**config.mk**
```make
export PLATFORM = sky130hd
export DESIGN_NAME = uart_instr_loader
export DESIGN_NICKNAME = d
export VERILOG_FILES = /design/src/rtl/uart_instr_loader.sv
export SDC_FILE = /design/constraint.sdc
export NUM_CORES = 1
export LEC_CHECK = 0
export BUFFER_PORTS_ARGS = -buffer_cell sky130_fd_sc_hd__buf_2
export CAP_MARGIN = 15
export CORE_AREA = 3 3 124 126
export CTS_BUF_LIST = sky130_fd_sc_hd__clkbuf_8
export CTS_CLUSTER_SIZE = 30
export DETAILED_ROUTE_END_ITERATION = 12
export DIE_AREA = 0 0 127 129
export GPL_TIMING_DRIVEN = 0
export PLACE_DENSITY = 0.5
export SLEW_MARGIN = 0
export SYNTH_ARGS = -nofsm -noshare
export SYNTH_HDL_FRONTEND = slang
export SYNTH_SLANG_ARGS = --single-unit
```
**constraint.sdc**
```tcl
create_clock -name clk -period 2.7 [get_ports clk]
set_input_delay 0.135 -clock clk [delete_from_list [all_inputs] [get_ports clk]]
set_output_delay 0.135 -clock clk [all_outputs]
set_load 0.03 [all_outputs]
```
**src/rtl/uart_instr_loader.sv**
```systemverilog
// UART 8N1 program loader: a one-byte word-count header followed by big-endian
// 32-bit instructions, written to instruction memory at sequential addresses.
module uart_instr_loader #(
  parameter int F_CLK       = 50_000_000,
  parameter int BAUD        = 921_600,
  parameter int CLK_PER_BIT = F_CLK / BAUD,
  parameter int INSTR_WIDTH = 32,
  parameter int INSTR_DEPTH = 256,
  parameter int PC_WIDTH    = $clog2(INSTR_DEPTH)
) (
  input  logic                   clk,
  input  logic                   rst_n,
  input  logic                   rx,
  input  logic                   load_clr,
  output logic                   wr_en,
  output logic [PC_WIDTH-1:0]    wr_addr,
  output logic [INSTR_WIDTH-1:0] wr_data,
  output logic                   busy,
  output logic                   load_done,
  output logic                   frame_err,
  output logic [PC_WIDTH:0]      words_loaded
);

  localparam int TW = $clog2(CLK_PER_BIT + 1);
  // Word counter must hold 256 even when the memory is shallower.
  localparam int CW = (PC_WIDTH + 1 > 9) ? PC_WIDTH + 1 : 9;
  localparam logic [TW-1:0] FULL_T  = TW'(CLK_PER_BIT - 1);
  localparam logic [TW-1:0] HALF_T  = TW'(CLK_PER_BIT / 2 - 1);
  localparam logic [CW-1:0] DEPTH_C = CW'(INSTR_DEPTH);

  typedef enum logic [1:0] {R_IDLE, R_START, R_DATA, R_STOP} rx_state_e;
  typedef enum logic [1:0] {L_HEADER, L_LOAD, L_DONE} ld_state_e;

  logic rx_meta_q, rx_sync_q;

  rx_state_e        r_state_q, r_state_d;
  logic [TW-1:0]    timer_q, timer_d;
  logic [2:0]       bit_cnt_q, bit_cnt_d;
  logic [7:0]       rx_shift_q, rx_shift_d;
  logic             byte_valid, byte_err;

  ld_state_e        l_state_q, l_state_d;
  logic [CW-1:0]    n_q, n_d;
  logic [CW-1:0]    count_q, count_d;
  logic [1:0]       idx_q, idx_d;
  logic [INSTR_WIDTH-1:0] shift_q, shift_d;
  logic             pend_q, pend_d;
  logic             wr_en_q, wr_en_d;
  logic [PC_WIDTH-1:0]    wr_addr_q, wr_addr_d;
  logic [INSTR_WIDTH-1:0] wr_data_q, wr_data_d;
  logic             busy_q, busy_d;
  logic             done_q, done_d;
  logic             ferr_q, ferr_d;

  always_ff @(posedge clk or negedge rst_n) begin
    if (!rst_n) begin
      rx_meta_q <= 1'b1;
      rx_sync_q <= 1'b1;
    end else begin
      rx_meta_q <= rx;
      rx_sync_q <= rx_meta_q;
    end
  end

  always_comb begin
    r_state_d  = r_state_q;
    timer_d    = timer_q;
    bit_cnt_d  = bit_cnt_q;
    rx_shift_d = rx_shift_q;
    byte_valid = 1'b0;
    byte_err   = 1'b0;
    case (r_state_q)
      R_IDLE: begin
        if (!rx_sync_q) begin
          r_state_d = R_START;
          timer_d   = HALF_T;
        end
      end
      R_START: begin
        if (timer_q == '0) begin
          if (!rx_sync_q) begin
            r_state_d = R_DATA;
            timer_d   = FULL_T;
            bit_cnt_d = '0;
          end else begin
            r_state_d = R_IDLE;
          end
        end else begin
          timer_d = timer_q - 1'b1;
        end
      end
      R_DATA: begin
        if (timer_q == '0) begin
          rx_shift_d = {rx_sync_q, rx_shift_q[7:1]};
          timer_d    = FULL_T;
          if (bit_cnt_q == 3'd7) r_state_d = R_STOP;
          else                   bit_cnt_d = bit_cnt_q + 1'b1;
        end else begin
          timer_d = timer_q - 1'b1;
        end
      end
      R_STOP: begin
        if (timer_q == '0) begin
          byte_valid = rx_sync_q;
          byte_err   = !rx_sync_q;
          r_state_d  = R_IDLE;
        end else begin
          timer_d = timer_q - 1'b1;
        end
      end
      default: r_state_d = R_IDLE;
    endcase
    if (load_clr) r_state_d = R_IDLE;
  end

  always_comb begin
    l_state_d = l_state_q;
    n_d       = n_q;
    count_d   = count_q;
    idx_d     = idx_q;
    shift_d   = shift_q;
    pend_d    = 1'b0;
    wr_en_d   = 1'b0;
    wr_addr_d = wr_addr_q;
    wr_data_d = wr_data_q;
    busy_d    = busy_q;
    done_d    = done_q;
    ferr_d    = ferr_q | byte_err;
    // Bookkeeping for the word whose write strobe is on the bus this cycle.
    if (pend_q) begin
      count_d = count_q + 1'b1;
      if (count_q + 1'b1 < DEPTH_C) wr_addr_d = wr_addr_q + 1'b1;
      if (count_q + 1'b1 == n_q) begin
        busy_d    = 1'b0;
        done_d    = 1'b1;
        l_state_d = L_DONE;
      end
    end
    case (l_state_q)
      L_HEADER: begin
        if (byte_valid) begin
          n_d       = (rx_shift_q == 8'd0) ? CW'(256) : CW'(rx_shift_q);
          busy_d    = 1'b1;
          wr_addr_d = '0;
          count_d   = '0;
          idx_d     = '0;
          l_state_d = L_LOAD;
        end
      end
      L_LOAD: begin
        if (byte_valid) begin
          shift_d = {shift_q[INSTR_WIDTH-9:0], rx_shift_q};
          idx_d   = idx_q + 1'b1;
          if (idx_q == 2'd3) begin
            pend_d    = 1'b1;
            wr_en_d   = (count_q < DEPTH_C);
            wr_data_d = {shift_q[INSTR_WIDTH-9:0], rx_shift_q};
          end
        end else if (byte_err) begin
          busy_d    = 1'b0;
          idx_d     = '0;
          l_state_d = L_HEADER;
        end
      end
      default: ;
    endcase
    if (load_clr) begin
      l_state_d = L_HEADER;
      busy_d    = 1'b0;
      done_d    = 1'b0;
      ferr_d    = 1'b0;
      count_d   = '0;
      wr_addr_d = '0;
      idx_d     = '0;
      pend_d    = 1'b0;
      wr_en_d   = 1'b0;
    end
  end

  always_ff @(posedge clk or negedge rst_n) begin
    if (!rst_n) begin
      r_state_q  <= R_IDLE;
      timer_q    <= '0;
      bit_cnt_q  <= '0;
      rx_shift_q <= '0;
      l_state_q  <= L_HEADER;
      n_q        <= '0;
      count_q    <= '0;
      idx_q      <= '0;
      shift_q    <= '0;
      pend_q     <= 1'b0;
      wr_en_q    <= 1'b0;
      wr_addr_q  <= '0;
      wr_data_q  <= '0;
      busy_q     <= 1'b0;
      done_q     <= 1'b0;
      ferr_q     <= 1'b0;
    end else begin
      r_state_q  <= r_state_d;
      timer_q    <= timer_d;
      bit_cnt_q  <= bit_cnt_d;
      rx_shift_q <= rx_shift_d;
      l_state_q  <= l_state_d;
      n_q        <= n_d;
      count_q    <= count_d;
      idx_q      <= idx_d;
      shift_q    <= shift_d;
      pend_q     <= pend_d;
      wr_en_q    <= wr_en_d;
      wr_addr_q  <= wr_addr_d;
      wr_data_q  <= wr_data_d;
      busy_q     <= busy_d;
      done_q     <= done_d;
      ferr_q     <= ferr_d;
    end
  end

  assign wr_en        = wr_en_q;
  assign wr_addr      = wr_addr_q;
  assign wr_data      = wr_data_q;
  assign busy         = busy_q;
  assign load_done    = done_q;
  assign frame_err    = ferr_q;
  assign words_loaded = count_q[PC_WIDTH:0];

endmodule

```
==> impl_metrics.ini, run 1 <==
[outcome]
run_status = complete, no violations

[clock_network]
clk_latency_ns = 0.38
clk_path_buf_depth = 2
cts_tree = done
clk_transition_reported_paths_ns = 0.10
numCtsBuffers = 9
cts.root.buffer_cell = clkbuf_8
tritoncts_num_sinks = 112
cts_max_level = 3

[placement]
placed_cells_incl_taps = 645
finalWeightedCongestion = 0.791
pre_cts_ws_ns = -0.175
detailed_place_hpwl_um = 7280
placed_area_um2 = 5530
portBuffers = 56

[logic_synthesis]
syn-num-nets = 419
yosys.area_share.adder_pct = 2.76
synth_xor_xnor_area_share_pct = 4.67
synthArstFlopShare_pct = 100
ys_ff_latch = 112
synth.lib_cells_used.distinct = 50
synth-warning-count = 0
synth_top_family_by_area = multiplexers
netlist_instances = 404
synth.avg_cell_area_um2 = 12.3
synth_compound_gate_area_share_pct = 7.05
syn_area_um2 = 4980
seq_area_frac_synth_pct = 56.3
synth_enable_flop_cells = 0
dominantRegCellSynth = dfrtp_1
synth.area.mux_share_pct = 16.6
post_synth_and_or_nand_nor_area_fraction_pct = 9.84

[timing]
fin_crit_ns = 2.54
min_period_over_period_pct = 94.2
hold_slack_ns = 0.263
worst_pin_slew_ns = 0.516
timing.setup.tns_ns = 0
report.final.hold_viol_count = 0
setup_viol_count_final = 0
max-slew-margin-rel_pct = 65.6
max_freq_mhz = 393
fin_worst_skew_ns = 0.0124
maxSlewViolCount = 0
worst_case_setup_margin_in_the_final_layout_ns = 0.156

[final_layout]
antenna_cells_inserted = 0
finish.instance_area_um2 = 5760
nNetsFinal = 494
finalCoreUtilization_pct = 40.0
filler_cell_count = 1417
areaGrowthSynthToFinish_pct = 15.7
final_cell_count_no_fill = 668
layout-drive-gt1-share_pct = 28.3
multiInputGateArea_um2 = 2040
seq_area_um2 = 2810

[floorplanning]
design.die.area_um2 = 16400
die_width_um = 127
core_area_um2 = 14400
design.portCount = 57
initial_core_utilization_pct = 34.6
die-height_um = 129
std_cell_rows = 44

[min_path]
timing.hold.worst.class = input port to async pin

[route]
avg_vias_per_cell = 4.88
finalWirelength_um = 10200
drt_pass1_iterations = 4
drt-initial-drc-count = 153
drt.antenna.violating_nets = 0
drt-wirelength-per-cell_um = 15.3
post-route-drc-count = 0
vias = 3260

[global_routing]
grt_antenna_before_repair = 0
first_pass_grt_wire_length_um = 17100
global_route_usage_over_all_layers_pct = 13.2
grt.overflow.total = 0
grt_pass1_vias = 3297
maximum_number_of_pins_on_one_net_before_global_route_repair = 62

[setup_path]
worst_ep_arrival_time_ns = 2.81
critical_path.endpoint_type = flip-flop
timing.critical_path.required_ns = 2.96
worst_setup_path_start_kind = flip-flop
worstPathMaxFanout = 10
setup.worst_path.class = flip-flop to flip-flop

[power]
power_leakage_nw = 2.94
peakVddDrop_v = 0.000268
report.power.total_mw = 3.00
power_density_of_the_placed_cells_nw_per_um2 = 521

[flow_run]
timing.max_cap.violations = 0
==> layout make-up <==
class,count,share of cell area [%]
multi-input combinational,258,35.4
tap,184,3.99
buffer,19,1.43
clock buffer,9,2.15
sequential,112,48.7
timing repair buffer,64,6.49
clock inverter,7,0.868
inverter,15,0.977
==> layer usage <==
| metal | routed length, um | global-route usage, % |
|---|---|---|
| met5 | 0 | 0 |
| met1 | 4860 | 17.8 |
| met3 | 404 | 4.15 |
| met4 | 162 | 3.66 |
| met2 | 4790 | 20.7 |
==> registers in the layout, indices dropped and copies added, names as in the netlist <==
signal        cells
words_loaded      9
wr_data          32
wr_en             1
r_state_q         2
busy              1
rx_meta_q         1
rx_shift_q        8
l_state_q         2
n_q               9
timer_q           6
load_done         1
wr_addr           8
rx_sync_q         1
bit_cnt_q         3
idx_q             2
shift_q          24
frame_err         1
pend_q            1
==> report_power, final <==
| group | internal, mW | switching (mW) |
|---|---|---|
| combinational | 0.129 | 0.196 |
| clock | 0.335 | 0.568 |
| sequential | 1.72 | 0.0522 |
| total | 2.18 | 0.817 |
==> critical path: stages, from the launching register on <==
cell	delay [ns]
dfrtp_1	0.43
inv_1	0.07
ha_1	0.21
nor4b_4	0.35
nand3_2	0.19
nor4_4	0.28
buf_4	0.20
nand2_4	0.10
buf_2	0.25
mux2_1	0.35
==> repair_timing <==
| action | CTS | global route |
|---|---|---|
| pin swaps | 1 | 0 |
| cloned | 0 | 0 |
| setup buffers | 3 | 1 |
| gates resized for setup | 0 | 4 |
| endpoints found under the hold margin | 51 | 0 |
| endpoints found under the setup margin | 46 | 16 |
| hold buffers | 3 | 0 |
==> cells in the mapped netlist (2+ instances only) <==
master | count | area (um^2)
nor4_1 | 2 | 12.5
a211oi_1 | 3 | 22.5
xnor2_1 | 12 | 105
a21o_1 | 2 | 15.0
nand4_1 | 10 | 62.6
and3_1 | 3 | 18.8
a21oi_1 | 8 | 40.0
mux2_2 | 43 | 484
xor2_1 | 12 | 105
o21ai_0 | 19 | 95.1
nor3b_1 | 2 | 15.0
a22oi_1 | 2 | 15.0
clkbuf_1 | 12 | 45.0
ha_1 | 11 | 138
nand2b_1 | 4 | 25.0
inv_1 | 15 | 56.3
buf_2 | 7 | 35.0
a31oi_1 | 6 | 37.5
nor3_1 | 4 | 20.0
nand2_1 | 14 | 52.6
a41oi_1 | 2 | 17.5
dfrtp_1 | 110 | 2750
nor2_1 | 36 | 135
or3_1 | 2 | 12.5
mux2_1 | 28 | 315
nand3_1 | 7 | 35.0
dfstp_2 | 2 | 52.6
o211ai_1 | 2 | 15.0
mux2i_1 | 3 | 30.0
==> layout by cell type, fill, tap and decap left out, types with 3 or more instances in the layout <==
| cell type | Yosys | routed |
|---|---|---|
| clkbuf_8 | 0 | 9 |
| mux2i_1 | 3 | 3 |
| xnor2_1 | 12 | 12 |
| mux2_2 | 43 | 43 |
| ha_1 | 11 | 11 |
| nor2_1 | 36 | 36 |
| nor3_1 | 4 | 4 |
| clkinv_4 | 0 | 3 |
| a21oi_1 | 8 | 8 |
| a211oi_1 | 3 | 3 |
| dfrtp_1 | 110 | 110 |
| o21ai_0 | 19 | 19 |
| and3_1 | 3 | 3 |
| buf_2 | 7 | 62 |
| buf_4 | 0 | 4 |
| inv_1 | 15 | 16 |
| a31oi_1 | 6 | 6 |
| nand4_1 | 10 | 10 |
| xor2_1 | 12 | 12 |
| mux2_1 | 28 | 28 |
| nand2b_1 | 4 | 4 |
| nand3_1 | 7 | 7 |
| dlygate4sd3_1 | 0 | 3 |
| nand2_1 | 14 | 14 |
| clkbuf_1 | 12 | 10 |
==> cells by family after synthesis <==
kind of cell             Yosys count
AND/OR/NAND/NOR                   93
XOR/XNOR                          25
multiplexers                      74
flip-flops                       112
adder cells (fa/ha/maj)           11
AO/OA/AOI/OAI                     55
buffers and inverters             34
==> final timing paths <==
| kind | start | end | slack (ns) | cells after the start |
|---|---|---|---|---|
| max | timer_q[0] | wr_data[31] | 0.16 | 9 |
| min | rst_n | words_loaded[2] | 0.26 | 2 |
| max reg2reg | timer_q[0] | wr_data[31] | 0.16 | 9 |
| min reg2reg | rx_meta_q | rx_sync_q | 0.36 | 0 |
| max in group asynchronous | rst_n | shift_q[0] | 1.78 | 3 |
| min in group clk | rx_meta_q | rx_sync_q | 0.36 | 0 |
Note: power is estimated with default switching activity, not from simulation.
==> run 2: changes to the inputs <==
--- a/config.mk
+++ b/config.mk
@@ -7,13 +7,12 @@
 export LEC_CHECK = 0
 export BUFFER_PORTS_ARGS = -buffer_cell sky130_fd_sc_hd__buf_2
 export CAP_MARGIN = 15
-export CORE_AREA = 3 3 124 126
+export CORE_AREA = 3 3 130 120
 export CTS_BUF_LIST = sky130_fd_sc_hd__clkbuf_8
 export CTS_CLUSTER_SIZE = 30
 export DETAILED_ROUTE_END_ITERATION = 12
-export DIE_AREA = 0 0 127 129
+export DIE_AREA = 0 0 133 123
 export GPL_TIMING_DRIVEN = 0
-export PLACE_DENSITY = 0.5
 export SLEW_MARGIN = 0
 export SYNTH_ARGS = -nofsm -noshare
 export SYNTH_HDL_FRONTEND = slang
==> impl_metrics.ini, run 2 (synthesized netlist as in run 1, its figures left out) <==
[placement]
placed_cells_incl_taps = 659
detailed_place_hpwl_um = 7070
finalWeightedCongestion = 0.819
portBuffers = 56
pre_cts_ws_ns = -0.0670

[route]
drt_pass1_iterations = 4
avg_vias_per_cell = 4.81
vias = 3278
post-route-drc-count = 0
drt.antenna.violating_nets = 0
finalWirelength_um = 9860
drt-wirelength-per-cell_um = 14.5
drt-initial-drc-count = 136

[setup_path]
rr_startpoint = timer_q[0]
setup.worst_path.class = flip-flop to flip-flop
worstPathMaxFanout = 10
crit_path_start = timer_q[0]
timing.critical_path.required_ns = 2.96
worst_setup_path_start_kind = flip-flop
critical_path.endpoint_type = flip-flop
worst_ep_arrival_time_ns = 2.71

[clock_network]
cts_tree = done
clk_latency_ns = 0.38
clk_transition_reported_paths_ns = 0.11
cts_max_level = 3
clk_path_buf_depth = 2
tritoncts_num_sinks = 112
numCtsBuffers = 9
cts.root.buffer_cell = clkbuf_8

[final_layout]
layout_commonest_cell = dfrtp_1
nNetsFinal = 493
finalCoreUtilization_pct = 40.3
layout_common_cells = dfrtp_1, buf_2, mux2_2
final_cell_count_no_fill = 681
areaGrowthSynthToFinish_pct = 16.8
layout-drive-gt1-share_pct = 28.4
antenna_cells_inserted = 0
largest_reg_flops = 32

[timing]
setup_viol_count_final = 0
report.final.hold_viol_count = 0
fin_worst_skew_ns = 0.0125
min_period_over_period_pct = 90.5
max-slew-margin-rel_pct = 64.6
worst_case_setup_margin_in_the_final_layout_ns = 0.255
fin_crit_ns = 2.44
maxSlewViolCount = 0
worst_pin_slew_ns = 0.530
max_freq_mhz = 409
rsz0062_at_grt = false

[floorplanning]
std_cell_rows = 42
die-height_um = 123
die_width_um = 133
core_area_um2 = 14500
design.portCount = 57
initial_core_utilization_pct = 34.5
design.die.area_um2 = 16400

[global_routing]
gr_peak_layer = met2
maximum_number_of_pins_on_one_net_before_global_route_repair = 76
met3_layer_usage_reported_by_global_route_pct = 3.78
grt.overflow.total = 0
global_route_usage_over_all_layers_pct = 12.6
grt_pass1_vias = 3291
grt_antenna_before_repair = 0
global_route.usage.met2_pct = 20.9
grt.met1_usage_pct = 16.0
first_pass_grt_wire_length_um = 16400

[min_path]
timing.hold.worst.class = input port to async pin

[power]
power_density_of_the_placed_cells_nw_per_um2 = 552
power_leakage_nw = 2.96
peakVddDrop_v = 0.000244

[flow_run]
timing.max_cap.violations = 0

[outcome]
run_status = complete, no violations
==> run 2: layer usage <==
| layer | share of wire (%) | vias to the layer above |
|---|---|---|
| li1 | - | 1577 |
| met1 | 47 | 1641 |
| met2 | 48 | 51 |
| met3 | 4.1 | 9 |
| met4 | 1.3 | 0 |
| met5 | 0 | - |
==> run 2: path summary, 6_finish.rpt <==
check	slack, ns	depth (start not counted)	endpoint
max	0.26	8	shift_q[17]
min	0.26	2	words_loaded[2]
max reg2reg	0.26	8	shift_q[17]
min reg2reg	0.36	0	rx_sync_q
max in group asynchronous	1.71	3	wr_data[17]
min in group clk	0.36	0	rx_sync_q
==> run 2: report_power, final <==
group          switching [mW]  internal [mW]
logic                   0.195          0.129
registers              0.0527           1.72
clock network           0.582          0.533
total                   0.830           2.38
==> run 2: cell type report <==
| cell class | instances | area, um^2 |
|---|---|---|
| buffer | 19 | 82.6 |
| clock buffer | 9 | 124 |
| clock inverter | 7 | 100 |
| fill | 1392 | 8630 |
| inverter | 15 | 56.3 |
| multi-input combinational | 258 | 2040 |
| sequential | 112 | 2810 |
| tap | 198 | 248 |
| timing repair buffer | 63 | 363 |
==> run 2: stage by stage <==
| stage | hold slack (ns) | power, mW | cell area (um^2) | setup TNS (ns) |
|---|---|---|---|---|
| after floorplan | -0.161 | 2.02 | 4980 | 0 |
| after global placement | 0.242 | 2.10 | 5510 | -0.104 |
| after detailed placement | 0.156 | 2.13 | 5540 | -2.07 |
| after CTS | 0.270 | 3.26 | 5810 | 0 |
| after global routing | 0.297 | 3.38 | 5820 | 0 |
| final | 0.264 | 3.21 | 5820 | 0 |
==> run 2: worst max-delay path, stage by stage, from the launching register on <==
cell	delay, ns
dfrtp_1	0.43
inv_1	0.08
ha_1	0.21
nor4b_4	0.29
nand3_2	0.18
nor4_4	0.28
buf_4	0.19
buf_2	0.29
mux2_2	0.37
==> run 2: repair_timing <==
item	in CTS	in global routing
pin swaps	1	0
hold buffers	3	0
endpoints found under the hold margin	37	0
setup buffers	2	1
setup endpoints to repair	46	12
resized for setup	0	4
==> run 3: changes to the inputs <==
--- a/config.mk
+++ b/config.mk
@@ -13,6 +13,7 @@
 export DETAILED_ROUTE_END_ITERATION = 12
 export DIE_AREA = 0 0 133 123
 export GPL_TIMING_DRIVEN = 0
+export REMOVE_ABC_BUFFERS = 1
 export SLEW_MARGIN = 0
 export SYNTH_ARGS = -nofsm -noshare
 export SYNTH_HDL_FRONTEND = slang
==> impl_metrics.ini, run 3 (synthesized netlist as in run 1, its figures left out) <==
[route]
drt-initial-drc-count = 125
drt.antenna.violating_nets = 0
vias = 3167
drt-wirelength-per-cell_um = 14.3
drt_pass1_iterations = 6
avg_vias_per_cell = 4.79
post-route-drc-count = 0
finalWirelength_um = 9460

[placement]
detailed_place_hpwl_um = 6610
portBuffers = 56
finalWeightedCongestion = 0.803

[floorplanning]
core_area_um2 = 14500
std_cell_rows = 42
die_width_um = 133
design.portCount = 57
design.die.area_um2 = 16400
die-height_um = 123
initial_core_utilization_pct = 34.5

[timing]
fin_crit_ns = 2.54
max_freq_mhz = 394
maxSlewViolCount = 0
worst_pin_slew_ns = 0.663
rsz0062_at_grt = true
fin_worst_skew_ns = 0.00819
min_period_over_period_pct = 93.9
report.final.hold_viol_count = 0
hold_slack_ns = 0.120
max-slew-margin-rel_pct = 55.5
setup_viol_count_final = 0

[setup_path]
setup.worst_path.class = flip-flop to flip-flop
worstPathMaxFanout = 34
critPathSlowestCell = dfrtp_1
crit_chain = inv_1, ha_1, nor4b_4, nand3_2, nor4_4, nand2_4, mux2_1
critical_path.endpoint_type = flip-flop
cp_slowest_stage_delay_ns = 0.44
worst_setup_path_start_kind = flip-flop
worst_ep_arrival_time_ns = 2.78
timing.critical_path.required_ns = 2.95

[flow_run]
timing.max_cap.violations = 0

[clock_network]
numCtsBuffers = 9
clk_transition_reported_paths_ns = 0.10
cts_max_level = 3
clk_latency_ns = 0.36
clk_path_buf_depth = 2
cts_tree = done
cts.root.buffer_cell = clkbuf_8
tritoncts_num_sinks = 112

[global_routing]
maximum_number_of_pins_on_one_net_before_global_route_repair = 72
grt_antenna_before_repair = 0
global_route_usage_over_all_layers_pct = 12.1
grt.overflow.total = 0
first_pass_grt_wire_length_um = 16100
grt_pass1_vias = 3288

[power]
power_density_of_the_placed_cells_nw_per_um2 = 552
power_leakage_nw = 2.92
peakVddDrop_v = 0.000245
report.power.total_mw = 3.17

[final_layout]
largest_reg_flops = 32
layout-drive-gt1-share_pct = 27.6
areaGrowthSynthToFinish_pct = 15.3
layout_commonest_cell = dfrtp_1
filler_cell_count = 1396
nNetsFinal = 473
antenna_cells_inserted = 0
layout_common_cells = dfrtp_1, buf_2, mux2_2

[outcome]
run_status = complete, no violations

[min_path]
timing.hold.worst.class = input port to flip-flop
==> run 3: cell count changes in the layout (fill, tap and decap cells not counted), moves of 2 or more <==
cell | before | now
buf_2 | 62 | 55
buf_4 | 4 | 2
buf_6 | 0 | 2
clkbuf_1 | 10 | 0
clkbuf_2 | 2 | 0
inv_1 | 15 | 17
inv_6 | 3 | 1
==> run 3: critical path: cells and delay by family (launching register included) <==
kind          cells  cell delay [ns]
mux               1             0.43
buf+inv           1             0.08
simple gates      4             1.26
flops             1             0.44
fa+ha+maj         1             0.21
==> run 3: repair_timing <==
item                                    CTS  global route
endpoints found under the setup margin   66            55
cloned                                    0             0
setup buffers                             1             1
hold buffers                              2             0
hold endpoints to repair                 42             0
gates resized for setup                   2             3
pin swaps                                 1             0
==> run 3: final cells by class <==
class,instances,area (um^2),share of cell area [%]
Inverter,15,56.3,0.980
Sequential cell,112,2810,48.8
Clock buffer,10,138,2.40
Multi-Input combinational cell,258,2050,35.8
Timing Repair Buffer,62,360,6.27
Clock inverter,6,83.8,1.46
Tap cell,198,248,4.31
==> run 3: metrics by stage <==
step | cell area, um^2 | utilization, % | TNS [ns] | setup WS [ns] | std cells
after global placement | 5430 | 37.6 | -48.80 | -1.12 | 639
after CTS | 5730 | 39.6 | 0 | 0.0425 | 660
after detailed placement | 5470 | 37.9 | -15.39 | -0.378 | 641
after global routing | 5750 | 39.8 | -0.341 | -0.0297 | 661
final | 5750 | 39.8 | 0 | 0.164 | 661
after floorplan | 4900 | - | -8.60 | -0.272 | 385
==> run 3: layer usage <==
metal	routed length, um	global-route usage (%)
met1	4380	15.7
met2	4570	20.1
met3	429	3.66
met4	78	2.99
met5	0	0
==> run 3: path summary, 6_finish.rpt <==
kind / from / end / slack [ns] / cells after the start
setup / recovery: timer_q[0] / wr_data[20] / 0.16 / 7
hold / removal: load_clr / l_state_q[1] / 0.12 / 2
setup reg to reg: timer_q[0] / wr_data[20] / 0.16 / 7
hold reg to reg: rx_meta_q / rx_sync_q / 0.36 / 0
max in group asynchronous: rst_n / rx_meta_q / 1.62 / 3
min in group asynchronous: rst_n / wr_addr[5] / 0.31 / 2
==> run 3: report_power, final <==
part           internal, mW  leakage [nW]  switching, mW
clock network         0.545         0.115          0.541
registers              1.72          1.55         0.0543
logic                 0.123          1.26          0.189
